File: config.mk
export PLATFORM = sky130hd
export DESIGN_NAME = vga_scan_fetch
export DESIGN_NICKNAME = d
export VERILOG_FILES = /design/src/rtl/vga_scan_fetch.sv
export SDC_FILE = /design/constraint.sdc
export NUM_CORES = 1
export LEC_CHECK = 0
export ABC_AREA = 1
export ABC_CLOCK_PERIOD_IN_PS = 2300
export BUFFER_PORTS_ARGS = -buffer_cell sky130_fd_sc_hd__buf_2
export CELL_PAD_IN_SITES_DETAIL_PLACEMENT = 0
export CELL_PAD_IN_SITES_GLOBAL_PLACEMENT = 2
export CORE_MARGIN = 2
export CORE_UTILIZATION = 28
export DETAILED_ROUTE_END_ITERATION = 8
export PLACE_DENSITY_LB_ADDON = 0.1
export SETUP_SLACK_MARGIN = 0.4
export SLEW_MARGIN = 10
export SYNTH_ARGS = -nofsm -noshare
export SYNTH_HDL_FRONTEND = slang
export SYNTH_SLANG_ARGS = --single-unit
File: constraint.sdc
create_clock -name clk -period 2.3 [get_ports clk]
set_input_delay 0.345 -clock clk [delete_from_list [all_inputs] [get_ports clk]]
set_output_delay 0.345 -clock clk [all_outputs]
set_load 0.03 [all_outputs]
File: src/rtl/vga_scan_fetch.sv
`default_nettype none
// ============================================================================
// Module   : vga_scan_fetch
// Purpose  : VGA raster timing generator with frame-memory fetch. Scans an
//            H_TOT x V_TOT raster, issues linear read addresses for the pixels
//            inside an IMG_W x IMG_H image window anchored at (0,0), and
//            re-aligns sync/blank flags with the returned pixel data so the
//            display outputs are fully registered and mutually consistent.
// Revision : 1.0 - initial release
// ----------------------------------------------------------------------------
// Ports
//   clk         in   pixel clock, all logic on the rising edge
//   resetN      in   synchronous active-low reset
//   enable      in   scan enable; while low the raster is parked at (0,0)
//   R, G, B     in   [7:0] frame-memory data, valid the cycle after pxlAddr/re
//   pxlAddr     out  [17:0] frame-memory read address (row*IMG_W + col)
//   re          out  frame-memory read enable, high only inside the image
//   hsync       out  horizontal sync, active low
//   vsync       out  vertical sync, active low
//   blankN      out  high while the displayed pixel is in the visible area
//   vgaR/G/B    out  [7:0] display colour
//   frameStart  out  one-cycle pulse coincident with pixel (0,0) on the outputs
// ============================================================================
module vga_scan_fetch #(
  parameter int          H_VIS   = 640,
  parameter int          H_FP    = 16,
  parameter int          H_SYNC  = 96,
  parameter int          H_BP    = 48,
  parameter int          V_VIS   = 480,
  parameter int          V_FP    = 10,
  parameter int          V_SYNC  = 2,
  parameter int          V_BP    = 33,
  parameter int          IMG_W   = 512,
  parameter int          IMG_H   = 480,
  parameter logic [23:0] BORDER  = 24'h000000
) (
  input  logic        clk,
  input  logic        resetN,
  input  logic        enable,
  input  logic [7:0]  R,
  input  logic [7:0]  G,
  input  logic [7:0]  B,
  output logic [17:0] pxlAddr,
  output logic        re,
  output logic        hsync,
  output logic        vsync,
  output logic        blankN,
  output logic [7:0]  vgaR,
  output logic [7:0]  vgaG,
  output logic [7:0]  vgaB,
  output logic        frameStart
);

  // --------------------------------------------------------------------------
  // Raster geometry
  // --------------------------------------------------------------------------
  localparam int H_TOT = H_VIS + H_FP + H_SYNC + H_BP;
  localparam int V_TOT = V_VIS + V_FP + V_SYNC + V_BP;
  localparam int HW    = $clog2(H_TOT);
  localparam int VW    = $clog2(V_TOT);

  localparam logic [HW-1:0] H_LAST   = HW'(H_TOT - 1);
  localparam logic [HW-1:0] H_VIS_C  = HW'(H_VIS);
  localparam logic [HW-1:0] IMG_W_C  = HW'(IMG_W);
  localparam logic [HW-1:0] HS_BEG   = HW'(H_VIS + H_FP);
  localparam logic [HW-1:0] HS_END   = HW'(H_VIS + H_FP + H_SYNC - 1);

  localparam logic [VW-1:0] V_LAST   = VW'(V_TOT - 1);
  localparam logic [VW-1:0] V_VIS_C  = VW'(V_VIS);
  localparam logic [VW-1:0] IMG_H_C  = VW'(IMG_H);
  localparam logic [VW-1:0] VS_BEG   = VW'(V_VIS + V_FP);
  localparam logic [VW-1:0] VS_END   = VW'(V_VIS + V_FP + V_SYNC - 1);

  // Bit positions inside the flag vectors carried down the pipeline
  localparam int F_VIS   = 0;
  localparam int F_IMG   = 1;
  localparam int F_HS    = 2;
  localparam int F_VS    = 3;
  localparam int F_FIRST = 4;
  localparam int NFLAGS  = 5;

  // --------------------------------------------------------------------------
  // Stage 0: raster counters and linear address counter
  // --------------------------------------------------------------------------
  logic [HW-1:0] hCnt_q, hCnt_d;
  logic [VW-1:0] vCnt_q, vCnt_d;
  logic [17:0]   addr_q, addr_d;
  logic          hWrap;
  logic          vWrap;
  logic          atOrigin;
  logic [17:0]   addrCur;
  logic [NFLAGS-1:0] flags0;

  assign hWrap    = (hCnt_q == H_LAST);
  assign vWrap    = (vCnt_q == V_LAST);
  assign atOrigin = (hCnt_q == '0) && (vCnt_q == '0);

  always_comb begin
    hCnt_d = hCnt_q;
    vCnt_d = vCnt_q;
    if (!enable) begin
      // Parked at the origin so that re-enabling starts a fresh frame.
      hCnt_d = '0;
      vCnt_d = '0;
    end else begin
      hCnt_d = hWrap ? '0 : hCnt_q + HW'(1);
      if (hWrap) begin
        vCnt_d = vWrap ? '0 : vCnt_q + VW'(1);
      end
    end
  end

  // Stage-0 flags. All are gated by enable: the parked counters sit at (0,0),
  // which would otherwise look like a visible, in-image first pixel.
  always_comb begin
    flags0          = '0;
    flags0[F_VIS]   = enable && (hCnt_q < H_VIS_C) && (vCnt_q < V_VIS_C);
    flags0[F_IMG]   = flags0[F_VIS] && (hCnt_q < IMG_W_C) && (vCnt_q < IMG_H_C);
    flags0[F_HS]    = enable && (hCnt_q >= HS_BEG) && (hCnt_q <= HS_END);
    flags0[F_VS]    = enable && (vCnt_q >= VS_BEG) && (vCnt_q <= VS_END);
    flags0[F_FIRST] = enable && atOrigin;
  end

  // The image rows are contiguous in memory, so simply counting in-image
  // pixels in raster order yields row*IMG_W + col without a multiplier.
  // The counter is forced to 0 at the origin so every frame restarts cleanly.
  assign addrCur = atOrigin ? 18'd0 : addr_q;

  always_comb begin
    addr_d = addrCur + {17'd0, flags0[F_IMG]};
    if (!enable) begin
      addr_d = 18'd0;
    end
  end

  // --------------------------------------------------------------------------
  // Stage 1: memory request
  // --------------------------------------------------------------------------
  logic [17:0] pxlAddr_q, pxlAddr_d;
  logic        re_q, re_d;

  always_comb begin
    re_d      = flags0[F_IMG];
    // Address holds its last value outside the image window.
    pxlAddr_d = flags0[F_IMG] ? addrCur : pxlAddr_q;
  end

  // --------------------------------------------------------------------------
  // Flag delay chain. Memory data for a stage-0 pixel arrives in stage 2,
  // so the flags ride two registers and the output register forms stage 3.
  // --------------------------------------------------------------------------
  logic [NFLAGS-1:0] s1_q;
  logic [NFLAGS-1:0] s2_q;

  // --------------------------------------------------------------------------
  // Stage 3: display output registers
  // --------------------------------------------------------------------------
  logic        hsync_q, hsync_d;
  logic        vsync_q, vsync_d;
  logic        blankN_q, blankN_d;
  logic        frameStart_q, frameStart_d;
  logic [23:0] colour_q, colour_d;

  always_comb begin
    hsync_d      = ~s2_q[F_HS];
    vsync_d      = ~s2_q[F_VS];
    blankN_d     = s2_q[F_VIS];
    frameStart_d = s2_q[F_FIRST];
    colour_d     = 24'h000000;
    if (s2_q[F_IMG]) begin
      colour_d = {R, G, B};
    end else if (s2_q[F_VIS]) begin
      colour_d = BORDER;
    end
  end

  // --------------------------------------------------------------------------
  // State registers
  // --------------------------------------------------------------------------
  always_ff @(posedge clk) begin
    if (!resetN) begin
      hCnt_q       <= '0;
      vCnt_q       <= '0;
      addr_q       <= 18'd0;
      pxlAddr_q    <= 18'd0;
      re_q         <= 1'b0;
      s1_q         <= '0;
      s2_q         <= '0;
      hsync_q      <= 1'b1;
      vsync_q      <= 1'b1;
      blankN_q     <= 1'b0;
      frameStart_q <= 1'b0;
      colour_q     <= 24'h000000;
    end else begin
      hCnt_q       <= hCnt_d;
      vCnt_q       <= vCnt_d;
      addr_q       <= addr_d;
      pxlAddr_q    <= pxlAddr_d;
      re_q         <= re_d;
      s1_q         <= flags0;
      s2_q         <= s1_q;
      hsync_q      <= hsync_d;
      vsync_q      <= vsync_d;
      blankN_q     <= blankN_d;
      frameStart_q <= frameStart_d;
      colour_q     <= colour_d;
    end
  end

  // --------------------------------------------------------------------------
  // Outputs
  // --------------------------------------------------------------------------
  assign pxlAddr    = pxlAddr_q;
  assign re         = re_q;
  assign hsync      = hsync_q;
  assign vsync      = vsync_q;
  assign blankN     = blankN_q;
  assign frameStart = frameStart_q;
  assign vgaR       = colour_q[23:16];
  assign vgaG       = colour_q[15:8];
  assign vgaB       = colour_q[7:0];

endmodule
`default_nettype wire

==> results of run 1 <==
registers in the layout, indices dropped and copies added, names as in the netlist:
name / count
addr_q: 18
blankN: 1
colour_q: 24
frameStart: 1
hCnt_q: 10
hsync: 1
pxlAddr: 18
s1_q: 5
s2_q: 5
vCnt_q: 10
vsync: 1
path summary, 6_finish.rpt:
| path | start | end | slack [ns] |
|---|---|---|---|
| hold reg to reg | s2_q[3] | vsync | 0.36 |
| hold / removal | G[3] | colour_q[11] | 0.20 |
| setup / recovery | vCnt_q[0] | addr_q[5] | 0.31 |
| setup reg to reg | vCnt_q[0] | addr_q[5] | 0.31 |
through the flow:
step | util | instance area (sq um)
floorplan | - | 3840
global placement | 0.334 | 4410
CTS | 0.367 | 4840
global route | 0.379 | 5000
finish | 0.379 | 5000
detailed placement | 0.334 | 4410
critical path: stages (launching register included):
cell	delay [ns]
dfxtp_2	0.35
inv_4	0.05
ha_4	0.16
nand3_4	0.06
nor2_4	0.04
nand3_4	0.09
nand2_4	0.06
inv_2	0.06
ha_4	0.12
nand2_2	0.03
nand3b_1	0.20
nor2_4	0.25
buf_4	0.15
buf_6	0.08
xor2_1	0.13
nor2_1	0.05
synthesized netlist by cell type, types with 2 or more instances:
master and count:
o21ai_1 2, nand2_2 4, nand4_1 3, buf_2 2, nand3_4 3, inv_1 77
nor2_2 8, clkbuf_1 8, nand3_2 5, a21oi_2 2, inv_2 6, nor2_4 6
nor3_1 9, dfxtp_1 94, ha_1 6, a21oi_1 37, nand3_1 27, nor2_1 63
nand2_4 2, nand2_1 56, o21ai_0 32, xor2_1 3
report_power, final:
part           internal, mW  switching, mW
clock                 0.973          0.692
combinational        0.0771          0.160
sequential             1.66         0.0112
total                  2.71          0.863
kinds of logic after synthesis:
| logic type | after synthesis |
|---|---|
| buf+inv | 95 |
| fa+ha+maj | 6 |
| compound gates | 77 |
| xor+xnor | 4 |
| flops | 94 |
| simple gates | 193 |
metal layers:
layer,track usage,part of all wire
met2,0.203,0.44
met4,0.0618,0.010
met5,0,0
met1,0.183,0.51
met3,0.0299,0.039
layout by cell type, fill, tap and decap left out, drive strengths merged:
cell type and instances:
nor2 77, bufinv 2, nor3 10, o21ai 34
buf 102, xnor2 1, clkbuf 10, nand3 35
o211ai 1, and2 1, nand2 62, nor3b 1
nand3b 1, xor2 3, a22oi 1, nand4 4
a21oi 39, a41oi 1, inv 87, a2111oi 1
dfxtp 94, ha 6, or2 2
layout make-up:
| type | instances | area (sq um) | area share |
|---|---|---|---|
| multi-input cells | 280 | 1650 | 0.330 |
| clock buffers | 10 | 229 | 0.0458 |
| repair buffers | 102 | 591 | 0.118 |
| flip-flops and latches | 94 | 1900 | 0.380 |
| clock inverters | 6 | 97.6 | 0.0195 |
| well taps | 176 | 220 | 0.0440 |
| inverters | 83 | 314 | 0.0628 |
repair_timing:
item | CTS | global route
pin swaps | 8 | 10
resized for setup | 14 | 26
buffers inserted | 9 | 11
setup endpoints to repair | 14 | 23
==> impl_metrics.yaml, run 1 <==
status:
  outcome: "finished, final reports clean"
grt:
  grt_first_pass_wirelength_um: 15100
  first_global_vias: 3052
  groute.usage.overall: 0.135
  grt_remaining_overflow: 0
  grt_max_degree: 36
  antenna_found_initial: 0
critical_path:
  critical_path.max_fanout: 6
  critical_path_arrival_ns: 2.23
  timing.critical_path.required_ns: 2.54
  worstRegToRegCells: 15
  timing.setup.critical_path_class: "register to register"
  timing.critical_path.to_type: "register"
  worstSetupStartpointType: "register"
synthesis:
  syn-mean-instance-area_sq_um: 8.02
  synth.lib_cells_used.distinct: 36
  dominantRegCellSynth: "dfxtp_1"
  post_synth_inst_count: 469
  synthesis.area_sq_um: 3760
  post_synth_mux_area_share: 0
  yosys.area_share.simple: 0.261
  postSynth.asyncResetShare: 0
  post_synth_fa_ha_maj_area_fraction: 0.0200
  synth.ff_latch_count: 94
  synth_xor_xnor_area_share: 0.00931
  synthTopCellsByArea: "dfxtp_1 (50%), inv_1 (7.7%), nor2_1 (6.3%)"
  syn-num-nets: 502
  yosys.area.top_type_share: 0.500
  synth-warning-count: 0
  main_combinational_cell_family_by_area_after_synthesis: "simple AND/OR/NAND/NOR gates"
  synth_compound_gate_area_share: 0.108
  netlist.top_cell.by_area: "dfxtp_1"
  synth_enable_flop_cells: 0
  share_of_synthesized_area_occupied_by_flip_flops_and_latches: 0.500
sta:
  hold_viol_final: 0
  post-route-period-util: 0.866
  final-max-slew-violation-count: 0
  tns_ns: 0
  final.setup_skew_ns: 0.0101
  final_period_minus_worst_setup_slack_ns: 1.99
  timing.final.setup_violations: 0
  postLayoutSetupSlackWorst_ns: 0.309
  max_slew_headroom: 0.486
  timing_worst_slew_pin_value_ns: 0.769
  post_route_worst_hold_slack_ns: 0.197
  fmax_mhz: 502
  grt_setup_unrepaired: "yes"
clock_tree:
  clk_slew_on_worst_s_h_paths_ns: 0.07
  clock_tree_from_tritoncts: "yes"
  cts.path.max_buffers: 2
  clkLatencyLatePin_ns: 0.35
  hold_buffers: 0
  clock-sinks: 94
  cts_made_buffers: 9
  cts_root_buffer: "clkbuf_16"
  ctsHtreeMaxLevel: 3
drt:
  drt_pass1_iterations: 4
  drcViolationCount: 0
  detailedRoute.firstIterationViolations: 154
  dr_total_vias: 3208
  drt.antenna.violating_nets: 0
  routed_wirelength_um: 9190
  wire_per_inst_um: 12.2
  viasPerCell: 4.27
hold_path:
  hold_class: "input port to register"
  timing.hold.worst_path_depth: 3
finish:
  layout-drive-gt1-share: 0.344
  finalNonFillerCells: 751
  n_antenna_cell: 0
  fillerInstances: 1402
  fin_nets: 603
  syn_to_final_growth_pct: 32.9
placement:
  place_ws_ns: 0.220
  place.port_buffers: 73
  post-place-cells: 715
  placed_wire_length_estimate_after_detailed_placement_um: 6380
  routabilityCongestion: 0.802
floorplanning:
  die_width_um: 120
  design.die.area_sq_um: 14400
  core_region_area_sq_um: 13200
  site_rows: 42
  fp.dieH_um: 120
  ios: 74
  effective_utilization_at_floorplan: 0.285
flow_run:
  drv.max_cap_violation_count: 0
power:
  power_per_cell_area_nw_per_um2: 714
  worst_ir_drop_vdd_mv: 0.283
  leakagePower_nw: 2.25
  power_mw: 3.57
Power figures use the tool's default switching activity.
==> inputs of run 2 (changes only) <==
- ABC_AREA: 1 -> not set
- CORE_ASPECT_RATIO: not set -> 2
- CORE_UTILIZATION: 28 -> 30
==> impl_metrics.yaml, run 2 <==
floorplanning:
  fp.dieH_um: 159
  design.die.area_sq_um: 13000
  core_region_area_sq_um: 11700
  ios: 74
  effective_utilization_at_floorplan: 0.309
  site_rows: 56
  die_width_um: 81.6
synthesis:
  synth.lib_cells_used.distinct: 50
  synth.ff_latch_count: 94
  syn-mean-instance-area_sq_um: 10.0
  yosys.area.top_type_share: 0.521
  netlist.top_cell.by_area: "dfxtp_1"
  dominantRegCellSynth: "dfxtp_1"
  share_of_synthesized_area_occupied_by_flip_flops_and_latches: 0.521
  yosys.cell_count.top_type: "dfxtp_1"
  synthTopCellsByArea: "dfxtp_1 (52%), and3_1 (4.9%), a22o_1 (4.1%)"
  post_synth_inst_count: 361
  yosys-top-cells-count: "dfxtp_1 (94), nor2_1 (29), and3_1 (28)"
  synth_enable_flop_cells: 0
  postSynth.asyncResetShare: 0
  synthesis.area_sq_um: 3610
  synth-warning-count: 0
  syn-num-nets: 394
clock_tree:
  hold_buffers: 0
  cts.path.max_buffers: 2
  clock_tree_from_tritoncts: "yes"
  clock-sinks: 94
  cts_root_buffer: "clkbuf_16"
  clkLatencyLatePin_ns: 0.34
  clk_slew_on_worst_s_h_paths_ns: 0.07
  ctsHtreeMaxLevel: 3
  cts_made_buffers: 9
sta:
  timing.final.setup_violations: 0
  post-route-period-util: 0.921
  final.setup_skew_ns: 0.00629
  max_slew_headroom: 0.557
  final_period_minus_worst_setup_slack_ns: 2.12
  timing_worst_slew_pin_value_ns: 0.664
  final-max-slew-violation-count: 0
  fmax_mhz: 472
  tns_ns: 0
  hold_viol_final: 0
  grt_setup_unrepaired: "yes"
critical_path:
  worstSetupStartpointType: "register"
  worstRegToRegCells: 12
  critical_path_arrival_ns: 2.40
  timing.critical_path.to_type: "register"
  timing.critical_path.required_ns: 2.58
  timing.setup.critical_path_class: "register to register"
  critPathTopFamily: "simple AND/OR/NAND/NOR gates"
  crit_path_top_delay_cell: "or3_4"
  cpPeakStageDelay_ns: 0.35
  r2r_start: "vCnt_q[1]"
  critical_path.max_fanout: 4
  path_cells: "inv_2 > ha_2 > nor2b_4 > nand3_4 > nor2_4 > nor2b_2 > ha_2 > buf_6 > nand3_4 > or3_4 > or3_1 > a21oi_2"
  worstPathBufferInverterCount: 2
  reg2reg_to: "addr_q[17]"
  reg2reg_setup_slack_ns: 0.18
  critPathLaunch: "vCnt_q[1]"
power:
  clock_power_share: 0.457
  share_comb_of_total_power: 0.042
  power_mw: 3.29
  worst_ir_drop_vdd_mv: 0.351
  power_frac_seq: 0.501
  sw_ratio: 0.225
  intPower_mw: 2.55
  power_per_cell_area_nw_per_um2: 674
  leakagePower_nw: 2.08
  p_switching_mw: 0.739
finish:
  flip_flop_count_of_the_largest_register_after_layout: 24
  final-seq-area_sq_um: 1890
  layout-drive-gt1-share: 0.387
  fillerInstances: 1134
  fin_nets: 501
  largest_register: "colour_q"
  final_cell_mix: "dfxtp_1 (88), buf_2 (74), buf_4 (41)"
  syn_to_final_growth_pct: 35.3
  layout.cells.most_common: "dfxtp_1"
  multiInputGateArea_sq_um: 1760
  n_antenna_cell: 0
grt:
  groute.usage.overall: 0.157
  grt_remaining_overflow: 0
  grt_first_pass_wirelength_um: 15400
  first_global_vias: 2892
  antenna_found_initial: 0
  grt_max_degree: 38
drt:
  dr_total_vias: 2984
  drt_pass1_iterations: 4
  routed_wirelength_um: 9850
  viasPerCell: 4.83
  drcViolationCount: 0
  wire_per_inst_um: 15.9
  drt.antenna.violating_nets: 0
  detailedRoute.firstIterationViolations: 98
placement:
  place.port_buffers: 73
  placed_wire_length_estimate_after_detailed_placement_um: 7140
  routabilityCongestion: 0.724
hold_path:
  hold_class: "input port to register"
  hold_path_startpoint: "B[0]"
  timing.hold.worst_path_depth: 2
  hold_path_end: "colour_q[0]"
flow_run:
  drv.max_cap_violation_count: 0
status:
  outcome: "finished, final reports clean"
## run 2: cell types whose count changed in the layout (fill, tap and decap cells not counted), moves of 21 or more
cell	before	now
a21oi_1	35	10
and3_1	0	28
inv_1	68	2
nand2_1	52	16
nor2_1	59	28
o21ai_0	29	8
## run 2: worst max-delay path by stage
stage	to	slack (ns)	depth (start not counted)
3_3_place_gp	addr_q[17]	0.14	12
6_report	addr_q[17]	0.18	12
4_1_cts	addr_q[17]	0.15	12
3_5_place_dp	addr_q[17]	0.09	12
5_1_grt	addr_q[17]	0.07	12
2_1_floorplan	addr_q[17]	0.21	11
## run 2: area by class of cell
class                           count  area share
Clock buffer                       10      0.0469
Clock inverter                      6      0.0143
Inverter                            6     0.00461
Multi-Input combinational cell    238       0.360
Sequential cell                    94       0.387
Tap cell                          145      0.0371
Timing Repair Buffer              119       0.150
## run 2: kinds of logic (layout without fill, tap and decap cells)
logic type	after synthesis	in the layout	share of synthesized area
AND/OR/NAND/NOR	163	163	0.272
adder cells (fa/ha/maj)	6	6	0.0208
flip-flops	94	94	0.521
XOR/XNOR	21	21	0.0509
buffers and inverters	29	141	0.0402
AO/OA/AOI/OAI	48	48	0.0953
## run 2: what timing repair did
item	4_1_cts	5_1_grt
setup endpoints to repair	36	23
gates cloned	0	1
setup buffers	4	9
gates resized for setup	16	10
endpoints found under the hold margin	0	0
pin swaps	5	10
## run 2: metal layers
metal  GRT usage  wire, um
met5           0         0
met4      0.0735       261
met3      0.0289       254
met2       0.292      5760
met1       0.161      3580
## run 2: stage by stage
step	utilization	instances	setup WS, ns	hold slack [ns]	instance area, sq um
CTS	0.406	608	0.153	0.223	4760
global placement	0.371	588	0.139	0.346	4350
global route	0.418	618	0.0653	0.226	4890
detailed placement	0.371	588	0.0885	0.347	4350
floorplan	-	361	0.208	0.343	3680
finish	0.418	618	0.182	0.237	4890
## run 2: worst reg2reg max path, stage by stage (launching register included)
cell and delay, ns:
dfxtp_2 0.34, inv_2 0.04, ha_2 0.16, nor2b_4 0.13
nand3_4 0.08, nor2_4 0.05, nor2b_2 0.10, ha_2 0.19
buf_6 0.10, nand3_4 0.06, or3_4 0.35, or3_1 0.33
a21oi_2 0.12
## run 2: power groups by stage
stage                     Combinational [mW]  Sequential, mW  Clock (mW)
final                                  0.139            1.65        1.50
after global routing                   0.153            1.65        1.61
after CTS                              0.131            1.65        1.55
after global placement                 0.126            1.69           0
after floorplan                       0.0526            1.70           0
after detailed placement               0.126            1.69           0
==> inputs of run 3 (changes only) <==
- CAP_MARGIN: not set -> 20
- PLACE_DENSITY: not set -> 0.82
- PLACE_DENSITY_LB_ADDON: 0.1 -> not set
==> impl_metrics.yaml, run 3 (synthesis results as in run 2) <==
sta:
  postLayoutSetupSlackWorst_ns: 0.216
  final_period_minus_worst_setup_slack_ns: 2.08
  timing.final.setup_violations: 0
  tns_ns: 0
  final-max-slew-violation-count: 0
  final.setup_skew_ns: 0.00597
  grt_setup_unrepaired: "yes"
  post_route_worst_hold_slack_ns: 0.230
  hold_viol_final: 0
  fmax_mhz: 480
  max_slew_headroom: 0.616
  timing_worst_slew_pin_value_ns: 0.576
  post-route-period-util: 0.906
drt:
  routed_wirelength_um: 9770
  viasPerCell: 4.93
  drt.antenna.violating_nets: 0
  dr_total_vias: 3039
  wire_per_inst_um: 15.9
  detailedRoute.firstIterationViolations: 100
  drcViolationCount: 0
  drt_pass1_iterations: 4
finish:
  syn_to_final_growth_pct: 35.0
  layout-drive-gt1-share: 0.382
  largest_register: "colour_q"
  flip_flop_count_of_the_largest_register_after_layout: 24
  n_antenna_cell: 0
  final_cell_mix: "dfxtp_1 (89), buf_2 (73), buf_4 (41)"
  finalNonFillerCells: 616
  fin_nets: 499
  layout.cells.most_common: "dfxtp_1"
  final_instance_area_sq_um: 4870
clock_tree:
  cts.path.max_buffers: 2
  clock_tree_from_tritoncts: "yes"
  cts_made_buffers: 9
  cts_root_buffer: "clkbuf_16"
  clk_slew_on_worst_s_h_paths_ns: 0.07
  clkLatencyLatePin_ns: 0.34
  ctsHtreeMaxLevel: 3
  clock-sinks: 94
critical_path:
  worstSetupStartpointType: "register"
  reg2reg_to: "addr_q[13]"
  worstRegToRegCells: 11
  timing.critical_path.to_type: "register"
  critical_path_arrival_ns: 2.36
  timing.setup.critical_path_class: "register to register"
  r2r_start: "hCnt_q[1]"
  critical_path.max_fanout: 4
  reg2reg_setup_slack_ns: 0.22
  timing.critical_path.required_ns: 2.58
grt:
  first_global_vias: 2952
  grt_first_pass_wirelength_um: 15200
  grt_remaining_overflow: 0
  groute.usage.overall: 0.156
  antenna_found_initial: 0
  grt_max_degree: 38
placement:
  place.port_buffers: 73
  placedInstanceArea_sq_um: 4320
  place_ws_ns: -0.0101
  routabilityCongestion: 0.857
  post-place-cells: 585
  placed_wire_length_estimate_after_detailed_placement_um: 7300
power:
  power_frac_seq: 0.510
  worst_ir_drop_vdd_mv: 0.359
  p_switching_mw: 0.747
  power_per_cell_area_nw_per_um2: 664
  share_comb_of_total_power: 0.046
  leakagePower_nw: 2.05
  clock_power_share: 0.444
  intPower_mw: 2.49
  sw_ratio: 0.231
hold_path:
  hold_path_startpoint: "R[4]"
  hold_class: "input port to register"
  timing.hold.worst_path_depth: 2
  hold_path_end: "colour_q[20]"
floorplanning:
  effective_utilization_at_floorplan: 0.309
  ios: 74
  core_region_area_sq_um: 11700
  design.die.area_sq_um: 13000
  die_width_um: 81.6
  site_rows: 56
  fp.dieH_um: 159
status:
  outcome: "finished, final reports clean"
flow_run:
  drv.max_cap_violation_count: 0
run 3: repair_timing:
| item | 4_1_cts | 5_1_grt |
|---|---|---|
| gates resized for setup | 21 | 4 |
| gates cloned | 1 | 0 |
| setup endpoints to repair | 43 | 38 |
| pin swaps | 12 | 4 |
| setup buffers | 11 | 3 |
| hold buffers | 0 | 0 |
run 3: final cells by class:
cell class / instances / area [sq um]
clock buffer: 10 / 239
clock inverter: 6 / 51.3
fill: 1134 / 6830
inverter: 6 / 22.5
multi-input combinational: 238 / 1780
sequential: 94 / 1890
tap: 145 / 181
timing repair buffer: 117 / 716
run 3: how the worst max path moves through the flow:
stage                         start         end  slack, ns  cells after the start
after CTS                 vCnt_q[1]  addr_q[17]       0.22                     11
after global placement    hCnt_q[1]  addr_q[14]       0.09                     12
after floorplan           vCnt_q[1]  addr_q[17]       0.21                     11
after detailed placement  hCnt_q[1]  addr_q[12]      -0.01                     12
after global routing      hCnt_q[0]  addr_q[17]       0.14                     11
final                     hCnt_q[1]  addr_q[13]       0.22                     11
run 3: metal layers:
layer  vias to the layer above  routed length [um]  GRT usage
met2                        85                5570      0.295
met1                      1417                3290      0.142
met3                        29                 388     0.0363
li1                       1508                   -          -
met5                         -                   0          0
met4                         0                 526     0.0894
run 3: stage by stage:
stage          utilization  total power, mW
2_1_floorplan            -             1.76
3_3_place_gp         0.369             1.81
3_5_place_dp         0.369             1.81
4_1_cts              0.411             3.27
5_1_grt              0.417             3.37
6_report             0.417             3.24
run 3: power groups by stage:
stage / logic, mW / registers, mW / clock network (mW)
after detailed placement: 0.126 / 1.69 / 0
after floorplan: 0.0526 / 1.70 / 0
after CTS: 0.146 / 1.65 / 1.47
after global routing: 0.162 / 1.65 / 1.56
final: 0.149 / 1.65 / 1.44
after global placement: 0.124 / 1.69 / 0
run 3: worst max-delay path, cell delays in order, from the launching register on:
cell and delay (ns):
dfxtp_2 0.34, inv_2 0.04, ha_4 0.15, nor4b_4 0.13, nand2_2 0.10, nor2_4 0.04, nor2b_1 0.11, ha_2 0.25
nand3_4 0.09, or3_4 0.35, or3_1 0.31, a21oi_1 0.12
